`src/rtl/uc_2_mem_stage.sv`:
```
// rtl/uc_2_mem_stage.sv - memory-access control stage after UC_1: wait-state handshake, stall request, write-back delivery
// Optional STALL_CNT output when UC2_STALL_CNT_EN is defined.
module uc_2_mem_stage #(
    parameter int SELC_W      = 6,
    parameter int TYPE_W      = 7,
    parameter int SELC_NOP    = 35,
    parameter int TO_W        = 4,
    parameter int MEM_TIMEOUT = 15
) (
    input  logic              CK3,
    input  logic              RESET_N,
    input  logic [SELC_W-1:0] SelC_in,
    input  logic [TYPE_W-1:0] Type_in,
    input  logic              MR_IN,
    input  logic              MW_IN,
    input  logic              MEM_RDY,
    output logic              MEM_RD,
    output logic              MEM_WR,
    output logic              HOLD_REQ_N,
    output logic [SELC_W-1:0] SelC_wb,
    output logic [TYPE_W-1:0] Type_wb,
    output logic              WE_wb,
    output logic              BUS_ERR
`ifdef UC2_STALL_CNT_EN
    ,
    output logic [15:0]       STALL_CNT
`endif
);

    localparam logic [SELC_W-1:0] NOP    = SELC_W'(SELC_NOP);
    localparam logic [TO_W:0]     TO_CMP = (TO_W+1)'(MEM_TIMEOUT);

    typedef enum logic [1:0] {
        ST_IDLE,
        ST_RD_WAIT,
        ST_WR_WAIT,
        ST_ERR
    } state_t;

    state_t            state_q, state_d;
    logic [TO_W-1:0]   cnt_q, cnt_d;
    logic [TO_W:0]     cnt_inc;
    logic [SELC_W-1:0] selc_cap_q, selc_cap_d;
    logic [TYPE_W-1:0] type_cap_q, type_cap_d;
    logic              rd_q, rd_d;
    logic              wr_q, wr_d;
    logic              hold_n_q, hold_n_d;
    logic [SELC_W-1:0] selc_wb_q, selc_wb_d;
    logic [TYPE_W-1:0] type_wb_q, type_wb_d;
    logic              we_q, we_d;
    logic              bus_err_q, bus_err_d;

    assign cnt_inc = {1'b0, cnt_q} + (TO_W+1)'(1);

    always_comb begin
        // Default output is a bubble with no stall; each state overrides what it needs.
        state_d    = state_q;
        cnt_d      = cnt_q;
        selc_cap_d = selc_cap_q;
        type_cap_d = type_cap_q;
        rd_d       = 1'b0;
        wr_d       = 1'b0;
        hold_n_d   = 1'b1;
        selc_wb_d  = NOP;
        type_wb_d  = '0;
        we_d       = 1'b0;
        bus_err_d  = bus_err_q;

        case (state_q)
            ST_IDLE: begin
                if (MR_IN && MW_IN) begin
                    state_d   = ST_ERR;
                    bus_err_d = 1'b1;
                    hold_n_d  = 1'b0;
                end else if (MR_IN || MW_IN) begin
                    selc_cap_d = SelC_in;
                    type_cap_d = Type_in;
                    cnt_d      = '0;
                    rd_d       = MR_IN;
                    wr_d       = MW_IN;
                    hold_n_d   = 1'b0;
                    state_d    = MR_IN ? ST_RD_WAIT : ST_WR_WAIT;
                end else begin
                    selc_wb_d = SelC_in;
                    type_wb_d = Type_in;
                    we_d      = (SelC_in != NOP);
                end
            end
            ST_RD_WAIT, ST_WR_WAIT: begin
                if (MEM_RDY) begin
                    state_d   = ST_IDLE;
                    type_wb_d = type_cap_q;
                    if (state_q == ST_RD_WAIT) begin
                        selc_wb_d = selc_cap_q;
                        we_d      = (selc_cap_q != NOP);
                    end
                end else if (cnt_inc == TO_CMP) begin
                    // Acknowledge on this same edge would have won; only a silent bus times out.
                    state_d   = ST_ERR;
                    bus_err_d = 1'b1;
                    hold_n_d  = 1'b0;
                end else begin
                    cnt_d    = cnt_inc[TO_W-1:0];
                    rd_d     = (state_q == ST_RD_WAIT);
                    wr_d     = (state_q == ST_WR_WAIT);
                    hold_n_d = 1'b0;
                end
            end
            ST_ERR: begin
                hold_n_d  = 1'b0;
                bus_err_d = 1'b1;
            end
            default: begin
                state_d = ST_IDLE;
            end
        endcase
    end

    always_ff @(negedge CK3 or negedge RESET_N) begin
        if (!RESET_N) begin
            state_q    <= ST_IDLE;
            cnt_q      <= '0;
            selc_cap_q <= NOP;
            type_cap_q <= '0;
            rd_q       <= 1'b0;
            wr_q       <= 1'b0;
            hold_n_q   <= 1'b1;
            selc_wb_q  <= NOP;
            type_wb_q  <= '0;
            we_q       <= 1'b0;
            bus_err_q  <= 1'b0;
        end else begin
            state_q    <= state_d;
            cnt_q      <= cnt_d;
            selc_cap_q <= selc_cap_d;
            type_cap_q <= type_cap_d;
            rd_q       <= rd_d;
            wr_q       <= wr_d;
            hold_n_q   <= hold_n_d;
            selc_wb_q  <= selc_wb_d;
            type_wb_q  <= type_wb_d;
            we_q       <= we_d;
            bus_err_q  <= bus_err_d;
        end
    end

    assign MEM_RD     = rd_q;
    assign MEM_WR     = wr_q;
    assign HOLD_REQ_N = hold_n_q;
    assign SelC_wb    = selc_wb_q;
    assign Type_wb    = type_wb_q;
    assign WE_wb      = we_q;
    assign BUS_ERR    = bus_err_q;

`ifdef UC2_STALL_CNT_EN
    logic [15:0] stall_q;

    // Counts edges on which the registered stall request is active, saturating.
    always_ff @(negedge CK3 or negedge RESET_N) begin
        if (!RESET_N) begin
            stall_q <= '0;
        end else if (!hold_n_q && (stall_q != 16'hFFFF)) begin
            stall_q <= stall_q + 16'd1;
        end
    end

    assign STALL_CNT = stall_q;
`endif

endmodule

```
`config.mk`:
```
export PLATFORM = sky130hd
export DESIGN_NAME = uc_2_mem_stage
export DESIGN_NICKNAME = d
export VERILOG_FILES = /design/src/rtl/uc_2_mem_stage.sv
export SDC_FILE = /design/constraint.sdc
export NUM_CORES = 1
export LEC_CHECK = 0
export CAP_MARGIN = 10
export CORE_ASPECT_RATIO = 0.6
export CORE_MARGIN = 2
export CORE_UTILIZATION = 35
export CTS_CLUSTER_SIZE = 40
export DETAILED_ROUTE_END_ITERATION = 6
export MAX_ROUTING_LAYER = met4
export PLACE_DENSITY_LB_ADDON = 0.05
export SLEW_MARGIN = 20
export SYNTH_ARGS = -nofsm -noshare
export SYNTH_HDL_FRONTEND = slang
export SYNTH_SLANG_ARGS = --single-unit
```
`constraint.sdc`:
```
create_clock -name CK3 -period 3.5 [get_ports CK3]
set_input_delay 0.7 -clock CK3 [delete_from_list [all_inputs] [get_ports CK3]]
set_output_delay 0.7 -clock CK3 [all_outputs]
set_load 0.005 [all_outputs]
```
==> results of run 1 <==
[kinds of logic (layout without fill, tap and decap cells)]
family                     after synthesis  count (layout)  synth area share [%]
buffers and inverters                   13              74                  3.03
adders and majority gates               10              10                  6.88
DFF                                     37              37                  51.4
muxes                                   13              13                  8.05
and+or+nand+nor                         45              45                  12.8
AOI/OAI and AO/OA                       42              42                  17.9
[worst min-delay path by stage]
stage	from	to	cells after the start
6_report	BUS_ERR	BUS_ERR	1
5_1_grt	BUS_ERR	BUS_ERR	1
4_1_cts	BUS_ERR	BUS_ERR	1
3_5_place_dp	BUS_ERR	BUS_ERR	1
3_3_place_gp	BUS_ERR	BUS_ERR	1
2_1_floorplan	BUS_ERR	BUS_ERR	1
[worst reg2reg max path, stage by stage, from the launching register on]
cell	delay [ps]
dfrtn_1	470
inv_1	110
ha_1	630
inv_1	200
o21ai_0	410
a221o_1	190
[synth_stat cells (all sizes together), types with 2 or more instances]
cell type,count
nand3b,2
o31ai,4
and2,3
nand2,12
buf,5
a221o,3
ha,10
a21oi,3
nand4b,3
o21ai,8
nand2b,6
a32oi,2
dfrtn,30
dfstp,7
mux2,13
a22oi,10
inv,7
nor2,13
o211ai,2
[power by group]
group          switching, mW  internal (mW)  leakage (nW)
Clock                  0.168          0.145        0.0840
Sequential             0.100          0.640         0.455
Combinational          0.458          0.462         0.672
[repair_timing]
item | 4_1_cts | 5_1_grt
buffers inserted | 2 | 0
endpoints found under the setup margin | 52 | 12
gates resized for setup | 42 | 7
pin swaps | 1 | 1
gates cloned | 1 | 0
[flip-flops by register name (all words and copies together) (netlist names)]
signal	count
MEM_RD	1
MEM_WR	1
HOLD_REQ_N	1
BUS_ERR	1
type_cap_q	7
Type_wb	7
WE_wb	1
SelC_wb	6
selc_cap_q	6
state_q	2
cnt_q	4
[per-layer routing]
| layer | vias to the layer above | GRT usage (%) | routed length, um | share of wire (%) |
|---|---|---|---|---|
| li1 | 698 | - | - | - |
| met1 | 713 | 22.4 | 2260 | 51 |
| met2 | 39 | 26.2 | 1940 | 44 |
| met3 | 2 | 4.44 | 192 | 4.4 |
| met4 | 0 | 3.82 | 12 | 0.27 |
| met5 | - | - | 0 | 0 |
[final cells by class]
type / instances / area share (%)
sequential: 37 / 37.1
multi-input combinational: 110 / 34.7
timing repair buffer: 53 / 19.7
tap: 66 / 3.28
clock buffer: 5 / 2.73
clock inverter: 10 / 1.54
inverter: 6 / 0.894
==> reports/qor.txt, run 1 <==
Run status = finished, final reports clean
Worst-path maximum fanout = 4
Worst-path cell chain = clkdlybuf4s50_1, a21oi_1, o211ai_1, o21ai_1, o31ai_2
Die height = 59.8 um
Worst Path Buf+Inv = 1
Worst Skew = 48.2 ps
Commonest non-fill, non-tap cell in the layout = dfrtn_1
Sequential-to-total area share from yosys stat = 51.4%
Reg2reg path depth = 5
Ant diodes = 0
End point of the critical path = cnt_q[0]
Tot GR Track Use = 16.8%
Routability cong. = 0.878
Power Dens Cells = 784 nW/um^2
Die X = 97.1 um
H-tree level count = 2
Vias in the first global route = 1478
Core area = 5030 sq um
Starting density of the core = 36.2%
Number of synthesized flops with an enable pin = 0
Critical Path AT = 1830 ps
Num CTS Buffers = 5
Initial antenna violation count = 0
Hold/Removal Path Class = reg2reg
Distinct cells, synth = 38
WS Path Type = in2reg
First-pass GRT wire length = 7.38 mm
I/O pin total = 36
Mapped Area = 1820 sq um
Via-to-Cell Ratio = 5.06
HPWL Detailed = 3.14 mm
Synth Flop Type = dfrtn_1
Post-Synthesis Cells = 160
Largest net degree at the start of global routing = 24
Synth Area per Inst = 11.4 sq um
Crit. End Element = flop
CTS tree = built
Layout cells sized above 1 = 29.9%
Sink Count = 37
Multi-input gate area = 875 sq um
Final Hold Fails = 0
Worst r2r src = state_q[0]
Clk buf depth = 2
Worst-Margin Slew = 632 ps
Final cell count without fillers = 287
CP peak stage delay = 480 ps
CP Launch Point = MEM_RDY
Area after DPL = 2370 sq um
Fin Hold WS = 414 ps
Setup crit start kind = primary input
Fill count = 466
Final core occ = 50.1%
Synth Warn # = 0
First-pass DRT Iterations = 4
Flop-to-flop setup slack = 1460 ps
Final Power = 1.97 mW
Critical path depth = 5
Design area = 2520 sq um
Wirelength per Cell = 15.3 um
Pre-CTS setup slack = -653 ps
Number of hold buffers added after cts = 0
Worst flop-to-flop path endpoint = SelC_wb[1]
Dominant cells by area after synthesis = dfrtn_1 (41%), dfstp_2 (10%), mux2_2 (8.0%), ha_1 (6.9%), a22oi_1 (4.1%)
Total wire length = 4.40 mm
CTS root buf = clkbuf_8
Antenna Violating Nets Remaining = 0
Relative slew slack = 57.8%
Setup TNS = 0 ps
Row count = 20
Slowest cell on crit path = clkdlybuf4s50_1
Lkg Pwr = 1.21 nW
Max-Cap Viols = 0
Crit path max-delay family = compound AO/OA/AOI/OAI gates
Critical Path RT = 1880 ps
Area leader, netlist = dfrtn_1
Final worst-path setup slack = 50.8 ps
Async set-reset flop share out of synthesis = 100%
Total number of vias = 1452
Setup violators final = 0
Syn-to-layout area delta = 38.4%
DR iter-0 viols = 67
DRC = 0
Fin. max-slew vios = 0
Register area = 935 sq um
Worst skew pair latency = 340 ps
Final nets = 248
Port-buffer cells = 35
Flops & latches, synth = 37
Most frequent cells in the layout = dfrtn_1 (30), clkdlybuf4s50_1 (14), dlygate4sd2_1 (14), buf_4 (14)
Peak VDD IR = 0.266 mV
Die area = 5810 sq um
Total global routing overflow = 0
Cells after DPL = 271
Worst-path clk slew = 50 ps
Post-Syn Nets = 188
Yosys top cell area share = 41.3%
Note: power is estimated with default switching activity, not from simulation.
==> inputs of run 2 (changes only) <==
Settings changed: CAP_MARGIN 10 to 40, CORE_MARGIN 2 to 8.
==> run 2 against run 1 <==
Flip-flop and latch count stayed put; sequential power is 0.5% lower; worst setup slack better by 50 ps; critical path depth is 4 lower; global-route usage is 4.7 points lower; critical path type is now reg2out.
==> reports/qor.txt, run 2 (same netlist as run 1, synthesis figures left out) <==
Run status = finished, final reports clean
Total wire length = 4.37 mm (-0.68%)
Tot GR Track Use = 12.1% (-4.7 points)
Worst Skew = 54.7 ps (+6.52 ps)
RSZ-0062 raised after global routing = false
Met1 Resource Use GR = 16.6% (-5.8 points)
Met3 Use GR = 3.67% (-0.77 points)
Lkg Pwr = 1.17 nW (-3.4%)
Die area = 7840 sq um (+35%)
Via-to-Cell Ratio = 4.94 (-2.4%)
Design area = 2460 sq um (-2.4%)
Final nets = 244 (-1.6%)
Worst-path clk slew = 50 ps (about the same)
CTS root buf = clkbuf_8
Setup TNS = 0 ps (unchanged)
Final core occ = 48.9% (-1.2 points)
Peak VDD IR = 0.629 mV (+140%)
CP peak stage delay = 510 ps (+30 ps)
First-pass DRT Iterations = 4 (unchanged)
Setup crit start kind = flop
Most frequent cells in the layout = dfrtn_1 (30), dlygate4sd2_1 (14)
Relative slew slack = 58.5% (+0.67 points)
Total global routing overflow = 0 (unchanged)
Crit. End Element = output port
Routability cong. = 0.794 (-9.5%)
Num CTS Buffers = 5 (unchanged)
WS Path Type = reg2out
Starting density of the core = 36.2% (unchanged)
Port-buffer cells = 35 (unchanged)
Critical Path AT = 2700 ps (+870 ps)
Commonest non-fill, non-tap cell in the layout = dfrtn_1
CTS tree = built
Wirelength per Cell = 15.4 um (+0.72%)
Syn-to-layout area delta = 35.1%
Slowest cell on crit path = dfstp_2
Sink Count = 37 (unchanged)
DR iter-0 viols = 56 (-16%)
Gr busiest metal = met1
Flop-to-flop setup slack = 1480 ps (+20 ps)
Row count = 20 (unchanged)
Ant diodes = 0 (unchanged)
Hold/Removal Path Class = reg2reg
Worst-path cell chain = buf_2
H-tree level count = 2 (unchanged)
Clk buf depth = 2 (unchanged)
Die height = 71.8 um (+20%)
First-pass GRT wire length = 7.28 mm (-1.3%)
Total number of vias = 1398 (-3.7%)
Initial antenna violation count = 0 (unchanged)
I/O pin total = 36 (unchanged)
Worst Path Buf+Inv = 1 (unchanged)
Setup violators final = 0 (unchanged)
Layout cells sized above 1 = 30.9% (+1.0 points)
Die X = 109 um (+12%)
Crit path max-delay family = flip-flops
HPWL Detailed = 3.29 mm (+4.6%)
Area after DPL = 2340 sq um (-1.2%)
Max-Cap Viols = 0 (unchanged)
Final worst-path setup slack = 100 ps (+49.7 ps)
Core area = 5030 sq um (unchanged)
Setup bufs post-CTS = 0 (-2)
Fin Hold WS = 408 ps (-5.55 ps)
Vias in the first global route = 1442 (-2.4%)
Power Dens Cells = 795 nW/um^2 (+1.5%)
Critical Path RT = 2800 ps (+920 ps)
Number of hold buffers added after cts = 0 (unchanged)
DRC = 0 (unchanged)
Final Hold Fails = 0 (unchanged)
Worst-Margin Slew = 622 ps (-10.0 ps)
Largest net degree at the start of global routing = 18 (-25%)
Worst skew pair latency = 350 ps (about the same)
Grt met2 use = 16.4% (-9.8 points)
Fin. max-slew vios = 0 (unchanged)
Antenna Violating Nets Remaining = 0 (unchanged)
Pre-CTS setup slack = -682 ps (-28.7 ps)
Worst-path maximum fanout = 1 (-3)
-- run 2: cell type report --
type                       instances  area, sq um
clock inverter                     9         37.5
clock buffer                       6         82.6
sequential                        37          935
inverter                           6         22.5
multi-input combinational        110          880
fill                             485         2570
timing repair buffer              49          418
tap                               66         82.6
-- run 2: per-stage QoR --
stage                     instances  power [mW]
after floorplan                 160        1.30
after global placement          269        1.63
after detailed placement        269        1.64
after CTS                       283        1.96
after global routing            283        2.11
final                           283        1.95
-- run 2: power by group --
group | internal [mW] | switching [mW] | leakage [nW]
registers | 0.641 | 0.0958 | 0.455
clock network | 0.169 | 0.170 | 0.0850
logic | 0.428 | 0.450 | 0.630
-- run 2: layer usage --
layer | share of wire (%) | vias up | wire length [um]
li1 | - | 687 | -
met1 | 51 | 674 | 2220
met2 | 42 | 32 | 1840
met3 | 6.1 | 5 | 267
met4 | 1.0 | 0 | 44
met5 | 0 | - | 0
-- run 2: final timing paths --
| check | start | to | cells past startpoint |
|---|---|---|---|
| max | HOLD_REQ_N | HOLD_REQ_N | 1 |
| min | BUS_ERR | BUS_ERR | 1 |
| max reg2reg | state_q[1] | SelC_wb[5] | 5 |
| min reg2reg | BUS_ERR | BUS_ERR | 1 |
| max in group asynchronous | RESET_N | Type_wb[2] | 2 |
| min in group asynchronous | RESET_N | state_q[1] | 1 |
-- run 2: repair_timing --
action,4_1_cts,5_1_grt
resized for setup,43,12
endpoints found under the hold margin,0,0
pin swaps,2,3
setup endpoints to repair,52,25
cloned,0,0
==> inputs of run 3 (changes only) <==
Settings changed: CORE_UTILIZATION 35 to 31.
==> run 3 against run 2 <==
Clock skew down 5.1 ps; via count up 5.7%; global-route usage down 0.11 points; combinational power up 6.0%; largest cell class unchanged.
==> reports/qor.txt, run 3 (same netlist as run 1, synthesis figures left out) <==
Reg2reg path depth = 6 (+1)
Syn-to-layout area delta = 40.9%
Sink Count = 37 (unchanged)
Vias in the first global route = 1558 (+8.0%)
Routability cong. = 0.928 (+17%)
Worst Path Buf+Inv = 7 (+6)
Initial antenna violation count = 0 (unchanged)
Worst-path cell chain = buf_2, inv_2, buf_4, buf_4, buf_4, buf_4, buf_4, ha_1, a32oi_1, o221a_2
Detail Route met2 WL = 2.04 mm (+11%)
Setup crit start kind = primary input
Worst-path clk slew = 50 ps (about the same)
Cells after DPL = 285 (+5.9%)
DRC = 0 (unchanged)
Critical Path RT = 2090 ps (-710 ps)
Largest net degree at the start of global routing = 38 (+20)
Total global routing overflow = 0 (unchanged)
DR WL met3 = 243 um (-9.0%)
Final nets = 252 (+3.3%)
Layout cells sized above 1 = 31.6% (+0.68 points)
Die X = 115 um (+5.3%)
Crit. End Element = flop
Hold/Removal Path Class = reg2reg
Register area = 935 sq um (unchanged)
Most frequent cells in the layout = dfrtn_1 (30), buf_4 (19), dlygate4sd2_1 (14)
Row count = 21 (+5.0%)
Total wire length = 4.77 mm (+9.1%)
First-pass GRT wire length = 7.79 mm (+7.0%)
Worst Skew = 49.6 ps (-5.06 ps)
Critical Path AT = 2030 ps (-670 ps)
H-tree level count = 2 (unchanged)
Die height = 75.3 um (+4.9%)
WS Path Type = in2reg
Hold Path Depth = 1 (unchanged)
Die area = 8660 sq um (+10%)
Via-to-Cell Ratio = 4.85 (-1.9%)
First-pass DRT Iterations = 4 (unchanged)
Worst-Margin Slew = 661 ps (+38.5 ps)
Core area = 5620 sq um (+12%)
Total number of vias = 1478 (+5.7%)
HPWL Detailed = 3.37 mm (+2.4%)
Most frequent CP cell = buf_4
Critical path depth = 10 (+9)
Fill count = 536 (+11%)
Ant diodes = 0 (unchanged)
Pre-CTS setup slack = -701 ps (-19.6 ps)
Multi-input gate area = 883 sq um (+0.43%)
Relative slew slack = 55.9% (-2.6 points)
Starting density of the core = 32.4% (-3.8 points)
Fin. max-slew vios = 0 (unchanged)
Max-Cap Viols = 0 (unchanged)
DR top layer = met4
Wirelength per Cell = 15.6 um (+1.2%)
Worst skew pair latency = 340 ps (about the same)
Worst-path maximum fanout = 3 (+2)
CP peak stage delay = 200 ps (-310 ps)
Crit path max-delay family = buffers and inverters
Final cell count without fillers = 305 (+7.8%)
Final worst-path setup slack = 57.7 ps (-42.7 ps)
I/O pin total = 36 (unchanged)
DR iter-0 viols = 52 (-7.1%)
Antenna Violating Nets Remaining = 0 (unchanged)
Final Hold Fails = 0 (unchanged)
Slowest cell on crit path = o221a_2
M1 wire length = 2.41 mm (+8.9%)
Port-buffer cells = 35 (unchanged)
RSZ-0062 raised after global routing = false
Num CTS Buffers = 5 (unchanged)
Tot GR Track Use = 12.0% (-0.11 points)
Setup violators final = 0 (unchanged)
Commonest non-fill, non-tap cell in the layout = dfrtn_1
Lkg Pwr = 1.23 nW (+5.1%)
Peak VDD IR = 0.280 mV (-55%)
Clk buf depth = 2 (unchanged)
Run status = finished, final reports clean
Final Power = 1.99 mW (+1.9%)
CTS tree = built
CTS root buf = clkbuf_8
Number of hold buffers added after cts = 0 (unchanged)
Power Dens Cells = 776 nW/um^2 (-2.3%)
-- run 3: cell types whose count changed in the layout (fill, tap and decap cells not counted), moves of 2 or more --
cell / delta
o31ai_2: -2
o21ai_0: +3
nand2_2: -2
o21ai_1: -3
nand2_4: +2
buf_4: +6
o31ai_1: +2
-- run 3: where the power goes --
part	total [mW]	internal, mW	switching, mW
Sequential	0.736	0.641	0.0956
Clock	0.324	0.148	0.176
Combinational	0.931	0.463	0.468
Total	1.99	1.25	0.739
-- run 3: layout make-up --
type / count / area share [%]
Tap cell: 80 / 3.90
Sequential cell: 37 / 36.5
Clock inverter: 9 / 1.37
Inverter: 6 / 0.878
Clock buffer: 6 / 2.83
Multi-Input combinational cell: 110 / 34.5
Timing Repair Buffer: 57 / 20.1
-- run 3: routing by layer --
metal	global-route usage (%)	up-vias
met5	-	-
met4	5.35	0
met3	2.93	5
met2	17.0	48
met1	15.9	719
li1	-	706
-- run 3: timing repair --
action | in CTS | in global routing
gates resized for setup | 50 | 3
pin swaps | 3 | 1
cloned | 1 | 0
endpoints found under the setup margin | 52 | 19
setup buffers | 5 | 0
-- run 3: worst reg2reg max path: stages, from the launching register on --
cell and delay [ps]:
dfrtn_1 480, inv_1 100, ha_1 540, and2_1 310
buf_4 170, a22oi_1 170, nor2_1 70
-- run 3: through the flow --
stage	util (%)	hold WS [ps]	cell area, sq um	TNS [ps]
global route	45.6	438	2560	0
finish	45.6	415	2560	0
global placement	42.4	417	2380	-20460
CTS	45.7	426	2570	0
detailed placement	42.4	431	2380	-20710
floorplan	-	421	1830	0
-- run 3: path summary, 6_finish.rpt --
kind | from | end | slack, ps
min in group asynchronous | RESET_N | BUS_ERR | 1990
worst max register to register | state_q[0] | Type_wb[2] | 1490
worst min-delay path | BUS_ERR | BUS_ERR | 410
max in group asynchronous | RESET_N | SelC_wb[0] | 1170
worst min register to register | BUS_ERR | BUS_ERR | 410
worst max-delay path | MW_IN | state_q[1] | 60
